--- src/rtl/cfg_cmd_pkg.sv ---
// Shared definitions for the config command dispatcher: command codes,
// FSM state encoding and default response words.
package cfg_cmd_pkg;

    localparam logic [1:0] CMD_WR   = 2'b00;
    localparam logic [1:0] CMD_RD   = 2'b01;
    localparam logic [1:0] CMD_PING = 2'b10;
    localparam logic [1:0] CMD_BAD  = 2'b11;

    typedef enum logic [2:0] {
        IDLE   = 3'd0,
        DECODE = 3'd1,
        BUS_WR = 3'd2,
        BUS_RD = 3'd3,
        RESP   = 3'd4,
        CLR    = 3'd5
    } state_t;

    localparam logic [15:0] ACK_CODE_DEF = 16'hA5A5;
    localparam logic [15:0] ERR_CODE_DEF = 16'hEEEE;
    localparam logic [15:0] TMO_CODE_DEF = 16'hDEAD;

endpackage

--- src/rtl/cfg_cmd_dispatch.sv ---
// Takes one received config frame, performs a single register-bus write/read
// (or echo), and hands a 16-bit response back to the UART.
//
// state  | meaning
// IDLE   | waiting for frm_rdy; captures the frame
// DECODE | splits the frame into a bus access or an immediate response
// BUS_WR | reg_we held until reg_ack or timeout
// BUS_RD | reg_re held until reg_ack or timeout
// RESP   | one-cycle snd_rsp pulse
// CLR    | clr_frm_rdy held until the UART drops frm_rdy
module cfg_cmd_dispatch
    import cfg_cmd_pkg::*;
#(
    parameter int                ADDR_W   = 6,
    parameter int                DATA_W   = 16,
    parameter int                TIMEOUT  = 255,
    parameter logic [DATA_W-1:0] ACK_CODE = ACK_CODE_DEF,
    parameter logic [DATA_W-1:0] ERR_CODE = ERR_CODE_DEF,
    parameter logic [DATA_W-1:0] TMO_CODE = TMO_CODE_DEF
) (
    input  logic              clk,
    input  logic              rst,
    input  logic              frm_rdy,
    input  logic [23:0]       cfg_data,
    output logic              snd_rsp,
    output logic              clr_frm_rdy,
    output logic [DATA_W-1:0] rsp_data,
    output logic [ADDR_W-1:0] reg_addr,
    output logic [DATA_W-1:0] reg_wdata,
    output logic              reg_we,
    output logic              reg_re,
    input  logic              reg_ack,
    input  logic [DATA_W-1:0] reg_rdata,
    output logic              busy,
    output logic [7:0]        err_cnt
);

    // Bus timer runs down from TIMEOUT; a value of 1 marks the last allowed bus cycle.
    localparam logic [7:0] TMR_LOAD = 8'(TIMEOUT);

    state_t            state, state_nxt;
    logic [23:0]       cmd_q, cmd_nxt;
    logic [7:0]        tmr, tmr_nxt;
    logic [DATA_W-1:0] rsp_nxt;
    logic [DATA_W-1:0] wdata_nxt;
    logic [ADDR_W-1:0] addr_nxt;
    logic              err_inc;

    always_ff @(posedge clk) begin
        if (rst) begin
            state     <= IDLE;
            cmd_q     <= '0;
            tmr       <= '0;
            rsp_data  <= '0;
            reg_addr  <= '0;
            reg_wdata <= '0;
            err_cnt   <= '0;
        end else begin
            state     <= state_nxt;
            cmd_q     <= cmd_nxt;
            tmr       <= tmr_nxt;
            rsp_data  <= rsp_nxt;
            reg_addr  <= addr_nxt;
            reg_wdata <= wdata_nxt;
            if (err_inc && (err_cnt != 8'hFF))
                err_cnt <= err_cnt + 8'd1;
        end
    end

    always_comb begin
        state_nxt = state;
        cmd_nxt   = cmd_q;
        tmr_nxt   = tmr;
        rsp_nxt   = rsp_data;
        addr_nxt  = reg_addr;
        wdata_nxt = reg_wdata;
        err_inc   = 1'b0;
        case (state)
            IDLE: begin
                if (frm_rdy) begin
                    cmd_nxt   = cfg_data;
                    state_nxt = DECODE;
                end
            end
            DECODE: begin
                tmr_nxt = TMR_LOAD;
                case (cmd_q[23:22])
                    CMD_WR: begin
                        addr_nxt  = ADDR_W'(cmd_q[21:16]);
                        wdata_nxt = DATA_W'(cmd_q[15:0]);
                        state_nxt = BUS_WR;
                    end
                    CMD_RD: begin
                        addr_nxt  = ADDR_W'(cmd_q[21:16]);
                        state_nxt = BUS_RD;
                    end
                    CMD_PING: begin
                        rsp_nxt   = DATA_W'(cmd_q[15:0]);
                        state_nxt = RESP;
                    end
                    default: begin
                        rsp_nxt   = ERR_CODE;
                        err_inc   = 1'b1;
                        state_nxt = RESP;
                    end
                endcase
            end
            BUS_WR, BUS_RD: begin
                // Ack is checked before the timer so a last-cycle ack still succeeds.
                if (reg_ack) begin
                    rsp_nxt   = (state == BUS_WR) ? ACK_CODE : reg_rdata;
                    state_nxt = RESP;
                end else if (tmr == 8'd1) begin
                    rsp_nxt   = TMO_CODE;
                    err_inc   = 1'b1;
                    state_nxt = RESP;
                end else begin
                    tmr_nxt = tmr - 8'd1;
                end
            end
            RESP: state_nxt = CLR;
            CLR: begin
                if (!frm_rdy)
                    state_nxt = IDLE;
            end
            default: state_nxt = IDLE;
        endcase
    end

    assign snd_rsp     = (state == RESP);
    assign clr_frm_rdy = (state == CLR) && frm_rdy;
    assign reg_we      = (state == BUS_WR);
    assign reg_re      = (state == BUS_RD);
    assign busy        = (state != IDLE);

endmodule

--- config.mk ---
export PLATFORM = sky130hd
export DESIGN_NAME = cfg_cmd_dispatch
export DESIGN_NICKNAME = d
export VERILOG_FILES = /design/src/rtl/cfg_cmd_pkg.sv /design/src/rtl/cfg_cmd_dispatch.sv
export SDC_FILE = /design/constraint.sdc
export NUM_CORES = 1
export LEC_CHECK = 0
export CAP_MARGIN = 40
export CORE_UTILIZATION = 48
export CTS_CLUSTER_DIAMETER = 50
export DETAILED_ROUTE_END_ITERATION = 8
export PLACE_DENSITY = 0.83
export SLEW_MARGIN = 40
export SYNTH_ARGS = -nofsm -noshare
export SYNTH_HDL_FRONTEND = slang
export SYNTH_SLANG_ARGS = --single-unit
--- constraint.sdc ---
create_clock -name clk -period 3 [get_ports clk]
set_clock_uncertainty 0.2 [all_clocks]
set_input_delay 0.75 -clock clk [delete_from_list [all_inputs] [get_ports clk]]
set_output_delay 0.75 -clock clk [all_outputs]
set_load 0.01 [all_outputs]
==> qor.yml <==
status: "complete, no violations"
post_synth.cell_area_avg_sq_um: 8.14
hold_path_end: "cmd_q[20]"
worst_ep_arrival_time_ps: 1930
dr_total_vias: 3247
cap_viol_max_count: 0
fin_util_pct: 68.5
post_synthesis_cells: 416
synth_async_sr_flop_share_pct: 0
drt-vias-per-instance: 5.36
cp_top_family: "flip-flops"
whs_path_depth: 2
first_pass_grt_wire_length_um: 14200
route.detailed.wl_per_inst_um: 14.7
starting_density_of_the_core_pct: 49.9
n_antenna_cell: 0
root_buffer: "sky130_fd_sc_hd__clkbuf_8"
worst_path_largest_cell_delay_ps: 640
worst_r2r_endpoint: "rsp_data[4]"
ys_seq_area_share_pct: 47.9
timing.critical_path.fanout_max: 14
clk_lat_worst_skew_ps: 360
post_cts.resized_instances: 1
hpwl_um: 6210
layout.cells.most_common_list: "sky130_fd_sc_hd__nand2_1, sky130_fd_sc_hd__clkdlybuf4s50_1, sky130_fd_sc_hd__dfxtp_1"
final_common_cell: "sky130_fd_sc_hd__nand2_1"
first_global_vias: 3038
chipWidth_um: 86
placement.io_buffers: 94
worst-r2r-setup-slack_ps: 730
layout_setup_ws_ps: 118
coreArea_sq_um: 6790
io_pins: 95
maxSlewHeadroom_pct: 51.0
min-delay-start: "cmd_q[20]"
initialDrtViolationCount: 208
timing.hold.ws_ps: 258
area_growth_syn_to_layout_pct: 37.4
power.combinational.fraction_pct: 34.0
power.share.sequential_pct: 40.8
finish.instance_area_sq_um: 4650
post-cts-setup-buffers: 0
fp.dieH_um: 86
cp-start-kind: "flop"
cts_tree: "done"
net_count_synth: 463
cell_area_after_technology_mapping_sq_um: 3390
grt_setup_unrepaired: "false"
layout_min_cycle_time_ps: 2880
power_dissipated_by_switching_net_loads_mw: 1.27
synth-edff-count: 0
layout.nets: 552
routed_wirelength_um: 8900
timing.final.crit_share_pct: 96.1
timing.reg2reg.worst_path_depth: 6
worstPathCellList: "nand2b_1, nor2_1, clkdlybuf4s50_1"
switching_share_pct: 35.7
critical_path_class: "flop to output pin"
antenna_left: 0
final.setup.tns_ps: 0
number_of_hold_violations_in_the_final_report: 0
num_rows: 30
synth_ff_type: "sky130_fd_sc_hd__dfxtp_1"
rr_startpoint: "tmr[0]"
cts_htree_levels: 3
grt_overflow: 0
track_usage_pct: 24.6
intPower_mw: 2.29
cts_hold_repair.buffers: 0
timing.final.setup_violations: 0
class_of_the_tightest_hold_or_removal_check: "flop to flop"
pin_count_of_the_biggest_net_entering_global_routing: 59
synth_seq_cells: 81
cp_data_required_time_ps: 2050
drive_above_1_share_pct: 7.45
netlist-cell-type-count: 43
drt-pass1-iter-count: 5
placed_cell_area_sq_um: 4430
tritoncts.num_buffers: 9
place_congestion: 0.830
clockPowerShare_pct: 25.3
critical_path_buf_inv_count: 1
detail_route.drc_violations: 0
synth-warning-count: 0
vdd_ir_drop_max_mv: 0.374
clk_transition_reported_paths_ps: 90
clkSinkCount: 81
post-place-ws_ps: -9.58
antenna_found_initial: 0
capturing_element_type_of_the_critical_path: "output pin"
tightestPinTransition_ps: 734
timing.critical_path.slowest_stage_cell: "sky130_fd_sc_hd__dfxtp_1"
max_freq_mhz: 347
design.die.area_sq_um: 7400
leak_nw: 1.69
power_per_cell_area_nw_per_um2: 764
cts_max_path_buffers: 2
slew_viol_final: 0
-- cell usage after synthesis, types with 2 or more instances --
cell type,instances,area share [%]
sky130_fd_sc_hd__a211oi_1,4,0.89
sky130_fd_sc_hd__a21oi_1,64,9.5
sky130_fd_sc_hd__a2bb2oi_1,3,0.78
sky130_fd_sc_hd__a311oi_1,2,0.52
sky130_fd_sc_hd__a31o_2,2,0.52
sky130_fd_sc_hd__and2_1,3,0.55
sky130_fd_sc_hd__and3_1,3,0.55
sky130_fd_sc_hd__buf_2,5,0.74
sky130_fd_sc_hd__clkbuf_1,20,2.2
sky130_fd_sc_hd__dfxtp_1,81,48
sky130_fd_sc_hd__ha_1,3,1.1
sky130_fd_sc_hd__inv_1,6,0.66
sky130_fd_sc_hd__mux2_1,2,0.66
sky130_fd_sc_hd__mux2i_1,7,2.1
sky130_fd_sc_hd__nand2_1,104,12
sky130_fd_sc_hd__nand2b_1,4,0.74
sky130_fd_sc_hd__nand3_1,7,1.0
sky130_fd_sc_hd__nand4_1,3,0.55
sky130_fd_sc_hd__nand4b_1,2,0.52
sky130_fd_sc_hd__nor2_1,34,3.8
sky130_fd_sc_hd__nor2b_1,5,0.92
sky130_fd_sc_hd__nor3_1,11,1.6
sky130_fd_sc_hd__nor3b_1,2,0.44
sky130_fd_sc_hd__o211ai_1,3,0.66
sky130_fd_sc_hd__o21ai_0,7,1.0
sky130_fd_sc_hd__o221ai_1,5,1.3
sky130_fd_sc_hd__or3_1,2,0.37
sky130_fd_sc_hd__xnor2_1,2,0.52
sky130_fd_sc_hd__xor2_1,6,1.6
-- kinds of logic after synthesis --
group	after synthesis	synth area share, %
and+or+nand+nor	186	24.6
AOI/OAI and AO/OA	97	17.9
DFF	81	47.9
buffers and inverters	32	3.73
muxes	9	2.73
xor gates and xnor gates	8	2.07
adders and majority gates	3	1.11
-- stage by stage --
stage                     total power [mW]  std cells
after floorplan                       2.19        416
after global placement                2.62        590
after detailed placement              2.67        590
after CTS                             3.56        606
after global routing                  3.75        606
final                                 3.56        606
-- layout make-up --
cell class	instances	area, sq um
clock buffers	9	124
clock inverters	7	101
fillers	570	2140
inverters	7	26.3
multi-input cells	303	1650
flip-flops and latches	81	1620
well taps	96	120
repair buffers	103	1010
-- state kept, by name (all words and copies together) (netlist names) --
name and flops:
reg_wdata 16, err_cnt 8, tmr 8, reg_addr 6, rsp_data 16, state 3
cmd_q 24
-- power by group through the flow --
stage	registers [mW]	clock network, mW	logic, mW
4_1_cts	1.45	0.907	1.21
3_5_place_dp	1.47	0	1.20
3_3_place_gp	1.46	0	1.16
5_1_grt	1.47	0.955	1.33
6_report	1.45	0.900	1.21
2_1_floorplan	1.46	0	0.738
-- worst register-to-register path: stages (launching register included) --
cell	delay, ps
sky130_fd_sc_hd__dfxtp_1	400
sky130_fd_sc_hd__ha_1	170
sky130_fd_sc_hd__nor3b_1	370
sky130_fd_sc_hd__a21boi_2	180
sky130_fd_sc_hd__or3_4	500
sky130_fd_sc_hd__a221oi_1	250
sky130_fd_sc_hd__nor3_1	70
-- metal layers --
layer | track usage (%) | vias up | part of all wire [%]
li1 | - | 1598 | -
met2 | 40.5 | 119 | 50
met3 | 5.29 | 16 | 5.8
met4 | 10.8 | 0 | 1.6
met1 | 31.1 | 1514 | 43
met5 | 0 | - | 0
-- how the worst max path moves through the flow --
stage | startpoint | end | slack [ps] | cells after the start
global placement | frm_rdy | clr_frm_rdy | 20 | 3
finish | state[2] | reg_we | 120 | 3
global route | state[2] | reg_we | 20 | 3
detailed placement | frm_rdy | clr_frm_rdy | -10 | 3
CTS | state[2] | reg_re | 140 | 3
floorplan | reg_ack | err_cnt[4] | 630 | 5
No activity file was read; power rests on OpenSTA's default activity.
==> RTL edit 1: new RTL, same settings <==
`ADDR_W`: 6 -> 7.
--- a/src/rtl/cfg_cmd_dispatch.sv
+++ b/src/rtl/cfg_cmd_dispatch.sv
@@ -11,7 +11,7 @@
 module cfg_cmd_dispatch
     import cfg_cmd_pkg::*;
 #(
-    parameter int                ADDR_W   = 6,
+    parameter int                ADDR_W   = 7,
     parameter int                DATA_W   = 16,
     parameter int                TIMEOUT  = 255,
     parameter logic [DATA_W-1:0] ACK_CODE = ACK_CODE_DEF,
Interface: changed (resized reg_addr); port bits go from 95 to 96. No check against the original RTL was run, so the function may have changed too.
==> RTL edit 1 against the unedited design <==
Sequential cell count did not move; largest cell class unchanged; largest power group unchanged; global-route usage fell by 1.3 points; synthesized area is 0.22% higher; synthesized cell count rose by 1.9%; setup slack got worse by 11 ps; combinational power fell by 4%; power fell by 3.6%; final area hardly changed; routed wire length is 4.4% lower.
==> RTL edit 1: results (changes against the unedited design) <==
Placement
  – Placed insts: 599 (+1.5%)
  – Post-DP HPWL: 6010 um (-3.2%)
  – Gpl congestion: 0.830 (about the same)

Power and ir drop
  – Cell leakage power: 1.63 nW (-3.7%)

Route
  – Via density: 5.34 (-0.36%)
  – Drt first pass iters: 4 (-1)
  – Initial DRC count: 197 (-5.3%)
  – Routed length per instance: 13.9 um (-5.6%)

Final layout
  – Nets: 561 (+1.6%)
  – Number of fill cells in the layout: 582 (+2.1%)
  – Layout cells sized above 1: 7.14% (-0.31 points)

Synthesis
  – Synth Net Count: 471 (+1.7%)
  – Part of the Yosys area used for sequential elements: 47.8% (-0.11 points)
  – Synth top cells by count: 114 x nand2_1, 81 x dfxtp_1, 72 x a21oi_1, 29 x nor2_1, 16 x clkbuf_1
  – Ranking of synthesized cells by area: dfxtp_1 48%, nand2_1 13%, a21oi_1 11%
  – Post-synthesis cell type count: 46 (+7.0%)
  – Syn_area_per_cell: 8.01 um2 (-1.7%)

Critical path
  – Cell family with most CP delay: buffers and inverters
  – Reg2reg setup slack: 650 ps (-80 ps)
  – Crit path max fanout: 12 (-2)
  – Crit path largest cell delay: 570 ps (-70 ps)

Clock tree
  – Post-cts resize count: 0 (-1)
  – H-tree levels: 3 (unchanged)

GRT
  – Largest net degree at the start of global routing: 55 (-6.8%)
  – Vias in the first global route: 2995 (-1.4%)

STA
  – Worst slew margin: 65.1% (+14 points)

Worst hold path
  – WHS Endpoint: reg_addr[3]$_SDFFE_PP0N_

Outcome
  – Status: finished, final reports clean
==> RTL edit 1: how the worst max path moves through the flow <==
stage	start	endpoint	depth (start not counted)
floorplan	reg_ack	err_cnt[1]$_SDFFE_PP0P_	5
global placement	frm_rdy	clr_frm_rdy	3
detailed placement	frm_rdy	clr_frm_rdy	3
CTS	state[1]$_SDFFE_PP0P_	reg_re	3
global route	state[1]$_SDFFE_PP0P_	reg_re	3
finish	state[1]$_SDFFE_PP0P_	reg_re	3
==> RTL edit 1: layout make-up <==
cell class                      count  area share (%)
Sequential cell                    81            34.8
Timing Repair Buffer              105            22.4
Inverter                            5           0.403
Multi-Input combinational cell    312            35.3
Tap cell                           96            2.58
Clock buffer                       10            2.74
Clock inverter                      5            1.75
==> RTL edit 1: power breakdown <==
part	internal (W)	leakage [nW]	switching [W]
Clock	0.000464	0.102	0.000379
Combinational	0.000526	0.863	0.000632
Sequential	0.00126	0.660	0.000162
==> RTL edit 1: worst reg2reg max path, cell delays in order, from the launching register on <==
cell and delay [ps]:
dfxtp_1 400, ha_1 160, nor3b_1 440, a21oi_1 190, or3_4 490, a221oi_1 280
nor3_1 70
==> RTL edit 1: kinds of logic after synthesis <==
group                      after synthesis  synth area share, %
other                                    1                0.110
DFF                                     81                 47.8
and+or+nand+nor                        189                 24.8
AOI/OAI and AO/OA                      108                 19.4
muxes                                    1                0.295
xor gates and xnor gates                10                 2.58
buffers and inverters                   31                 3.91
adders and majority gates                3                 1.11
==> RTL edit 1: per-stage QoR <==
step / hold WS [ps] / setup slack, ps / instance area [um2] / total power (W) / utilization, %
final: 253 / 107 / 4660 / 0.00343 / 68.6
after global placement: 239 / 162 / 4450 / 0.00256 / 65.5
after detailed placement: 245 / 146 / 4450 / 0.00259 / 65.5
after CTS: 257 / 112 / 4660 / 0.00343 / 68.6
after floorplan: 232 / 897 / 3390 / 0.00214 / -
after global routing: 268 / 7.27 / 4660 / 0.00363 / 68.6
==> RTL edit 1: layer usage <==
metal  up-vias  GRT usage, %  share of wire [%]
met3        10          5.68                6.2
met4         0          9.09                1.7
met5         -             0                  0
li1       1622             -                  -
met2       114          38.1                 49
met1      1532          29.7                 43
==> RTL edit 2: new RTL, config.mk and constraints unchanged <==
Made on the original files. Reset style: asynchronous (`rst`), changed in one clocked block.
--- a/src/rtl/cfg_cmd_dispatch.sv
+++ b/src/rtl/cfg_cmd_dispatch.sv
@@ -46,7 +46,7 @@
     logic [ADDR_W-1:0] addr_nxt;
     logic              err_inc;
 
-    always_ff @(posedge clk) begin
+    always_ff @(posedge clk or posedge rst) begin
         if (rst) begin
             state     <= IDLE;
             cmd_q     <= '0;
Formal check against the unedited RTL: differs if rst is asserted again (counterexample within 4 cycles, from zero or initial values and one cycle with rst high); with rst held inactive, the same outputs for 10 cycles.
==> RTL edit 2 against the unedited design <==
Via count decreased by 17%; power grew 31%; sequential cell count stayed put; maximum frequency fell by 0.74%; final area increased by 7.0%; cell count fell by 19%; routed wire length decreased by 4.2%; largest power group is now combinational cells; clock power is 16% lower; critical path type is now in -> out; setup slack got worse by 21 ps; synthesized area rose by 8.3%; critical path depth unchanged.
==> RTL edit 2: results (changes against the unedited design) <==
Outcome
  – Status: finished, final reports clean

Synthesis
  – Synth top cells by count: 81 x dfrtp_1, 58 x mux2_2, 12 x nor2_1, 11 x nand2_1, 11 x nor3_1
  – Synth Net Count: 329 (-29%)
  – Cells after synthesis: 282 (-32%)
  – Ys async rst share: 100% (+100 points)
  – Post-synthesis cell type count: 50 (+16%)
  – Ranking of synthesized cells by area: dfrtp_1 55%, mux2_2 18%, mux2i_1 1.9%
  – Part of the Yosys area used for sequential elements: 55.2% (+7.4 points)

GRT
  – Global routing met1 resource utilization: 30.1% (-1.1 points)
  – GR Util met2: 35.3% (-5.2 points)
  – Grt met3 use: 5.63% (+0.34 points)
  – First-pass GRT wire length: 13300 um (-5.8%)
  – Vias in the first global route: 2744 (-9.7%)

Critical path
  – Crit path max fanout: 3 (-11)
  – Critical Path AT: 1950 ps (+20 ps)
  – Cell family with most CP delay: buffers and inverters
  – Capturing point of the worst reg2reg path: reg_addr[4]$_DFFE_PP0N_
  – Crit path to: clr_frm_rdy
  – CP Launch Point: frm_rdy
  – Reg2reg setup slack: 700 ps (-30 ps)

Route
  – Initial DRC count: 196 (-5.8%)
  – Via density: 5.48 (+2.3%)
  – Drt first pass iters: 4 (-1)
  – Drt total wl: 8530 um (-4.2%)

Power and ir drop
  – Cell leakage power: 2.06 nW (+22%)
  – Peak VDD IR: 0.568 mV (+52%)
  – Internal power: 0.00306 W (+34%)

Clock tree
  – Post-cts resize count: 0 (-1)

Worst hold path
  – Hold path cells: 1 (-1)

Placement
  – Worst slack, placed: 99.3 ps (+109 ps)
  – Placed insts: 477 (-19%)
  – Gpl congestion: 0.808 (-2.7%)

Final layout
  – Number of fill cells in the layout: 531 (-6.8%)
  – Layout cells sized above 1: 25.4% (+18 points)

STA
  – Fin crit share: 96.8% (+0.71 points)
-- RTL edit 2: cell count changes in the layout (fill, tap and decap cells not counted), moves of 4 or more --
cell and delta:
o22ai_1 +5, dfxtp_1 -81, mux2_2 +58, o21ai_0 -6, nor2_1 -21, o221ai_1 -5
dfrtp_1 +81, a211oi_1 -4, a21oi_1 -58, nand2_1 -93
-- RTL edit 2: cell type report --
cell class                 instances  area share, %
inverter                          10          0.829
clock inverter                     6           1.05
multi-input combinational        181           30.7
clock buffer                      10           2.76
timing repair buffer             106           21.4
sequential                        81           40.7
tap                               99           2.49
-- RTL edit 2: stage by stage --
step | util, % | area, um2
finish | 68.0 | 4980
global route | 68.0 | 4980
CTS | 68.0 | 4980
detailed placement | 65.4 | 4790
global placement | 65.4 | 4790
floorplan | - | 3670
-- RTL edit 2: how the worst min path moves through the flow --
stage	start	to	slack, ps
after floorplan	cmd_q[16]$_DFFE_PP0P_	cmd_q[16]$_DFFE_PP0P_	270
after global placement	cmd_q[21]$_DFFE_PP0P_	reg_addr[5]$_DFFE_PP0N_	280
after detailed placement	cmd_q[20]$_DFFE_PP0P_	cmd_q[20]$_DFFE_PP0P_	290
after CTS	cmd_q[17]$_DFFE_PP0P_	cmd_q[17]$_DFFE_PP0P_	310
after global routing	cmd_q[17]$_DFFE_PP0P_	cmd_q[17]$_DFFE_PP0P_	320
final	cmd_q[17]$_DFFE_PP0P_	cmd_q[17]$_DFFE_PP0P_	310
-- RTL edit 2: layer usage --
layer / up-vias / part of all wire [%]
met2: 68 / 50
met5: - / 0
met4: 0 / 1.9
li1: 1239 / -
met1: 1382 / 43
met3: 12 / 4.9
-- RTL edit 2: worst reg2reg max path: stages, from the launching register on --
cell	delay, ps
dfrtp_1	480
buf_4	220
or3b_1	470
nor2_2	420
mux2_2	390
-- RTL edit 2: cells by family (layout without fill, tap and decap cells) --
family | count (synthesis) | after routing | share of synthesized area (%)
fa+ha+maj | 3 | 3 | 1.02
mux | 66 | 66 | 20.0
xor+xnor | 6 | 6 | 1.43
simple gates | 69 | 69 | 11.2
flops | 81 | 81 | 55.2
compound gates | 37 | 37 | 8.08
buf+inv | 20 | 132 | 3.03
-- RTL edit 2: power by group through the flow --
stage / sequential [W] / combinational (W) / clock, W
floorplan: 0.00190 / 0.00109 / 0
finish: 0.00187 / 0.00202 / 0.000752
global route: 0.00193 / 0.00217 / 0.000814
CTS: 0.00187 / 0.00203 / 0.000772
global placement: 0.00186 / 0.00197 / 0
detailed placement: 0.00189 / 0.00202 / 0
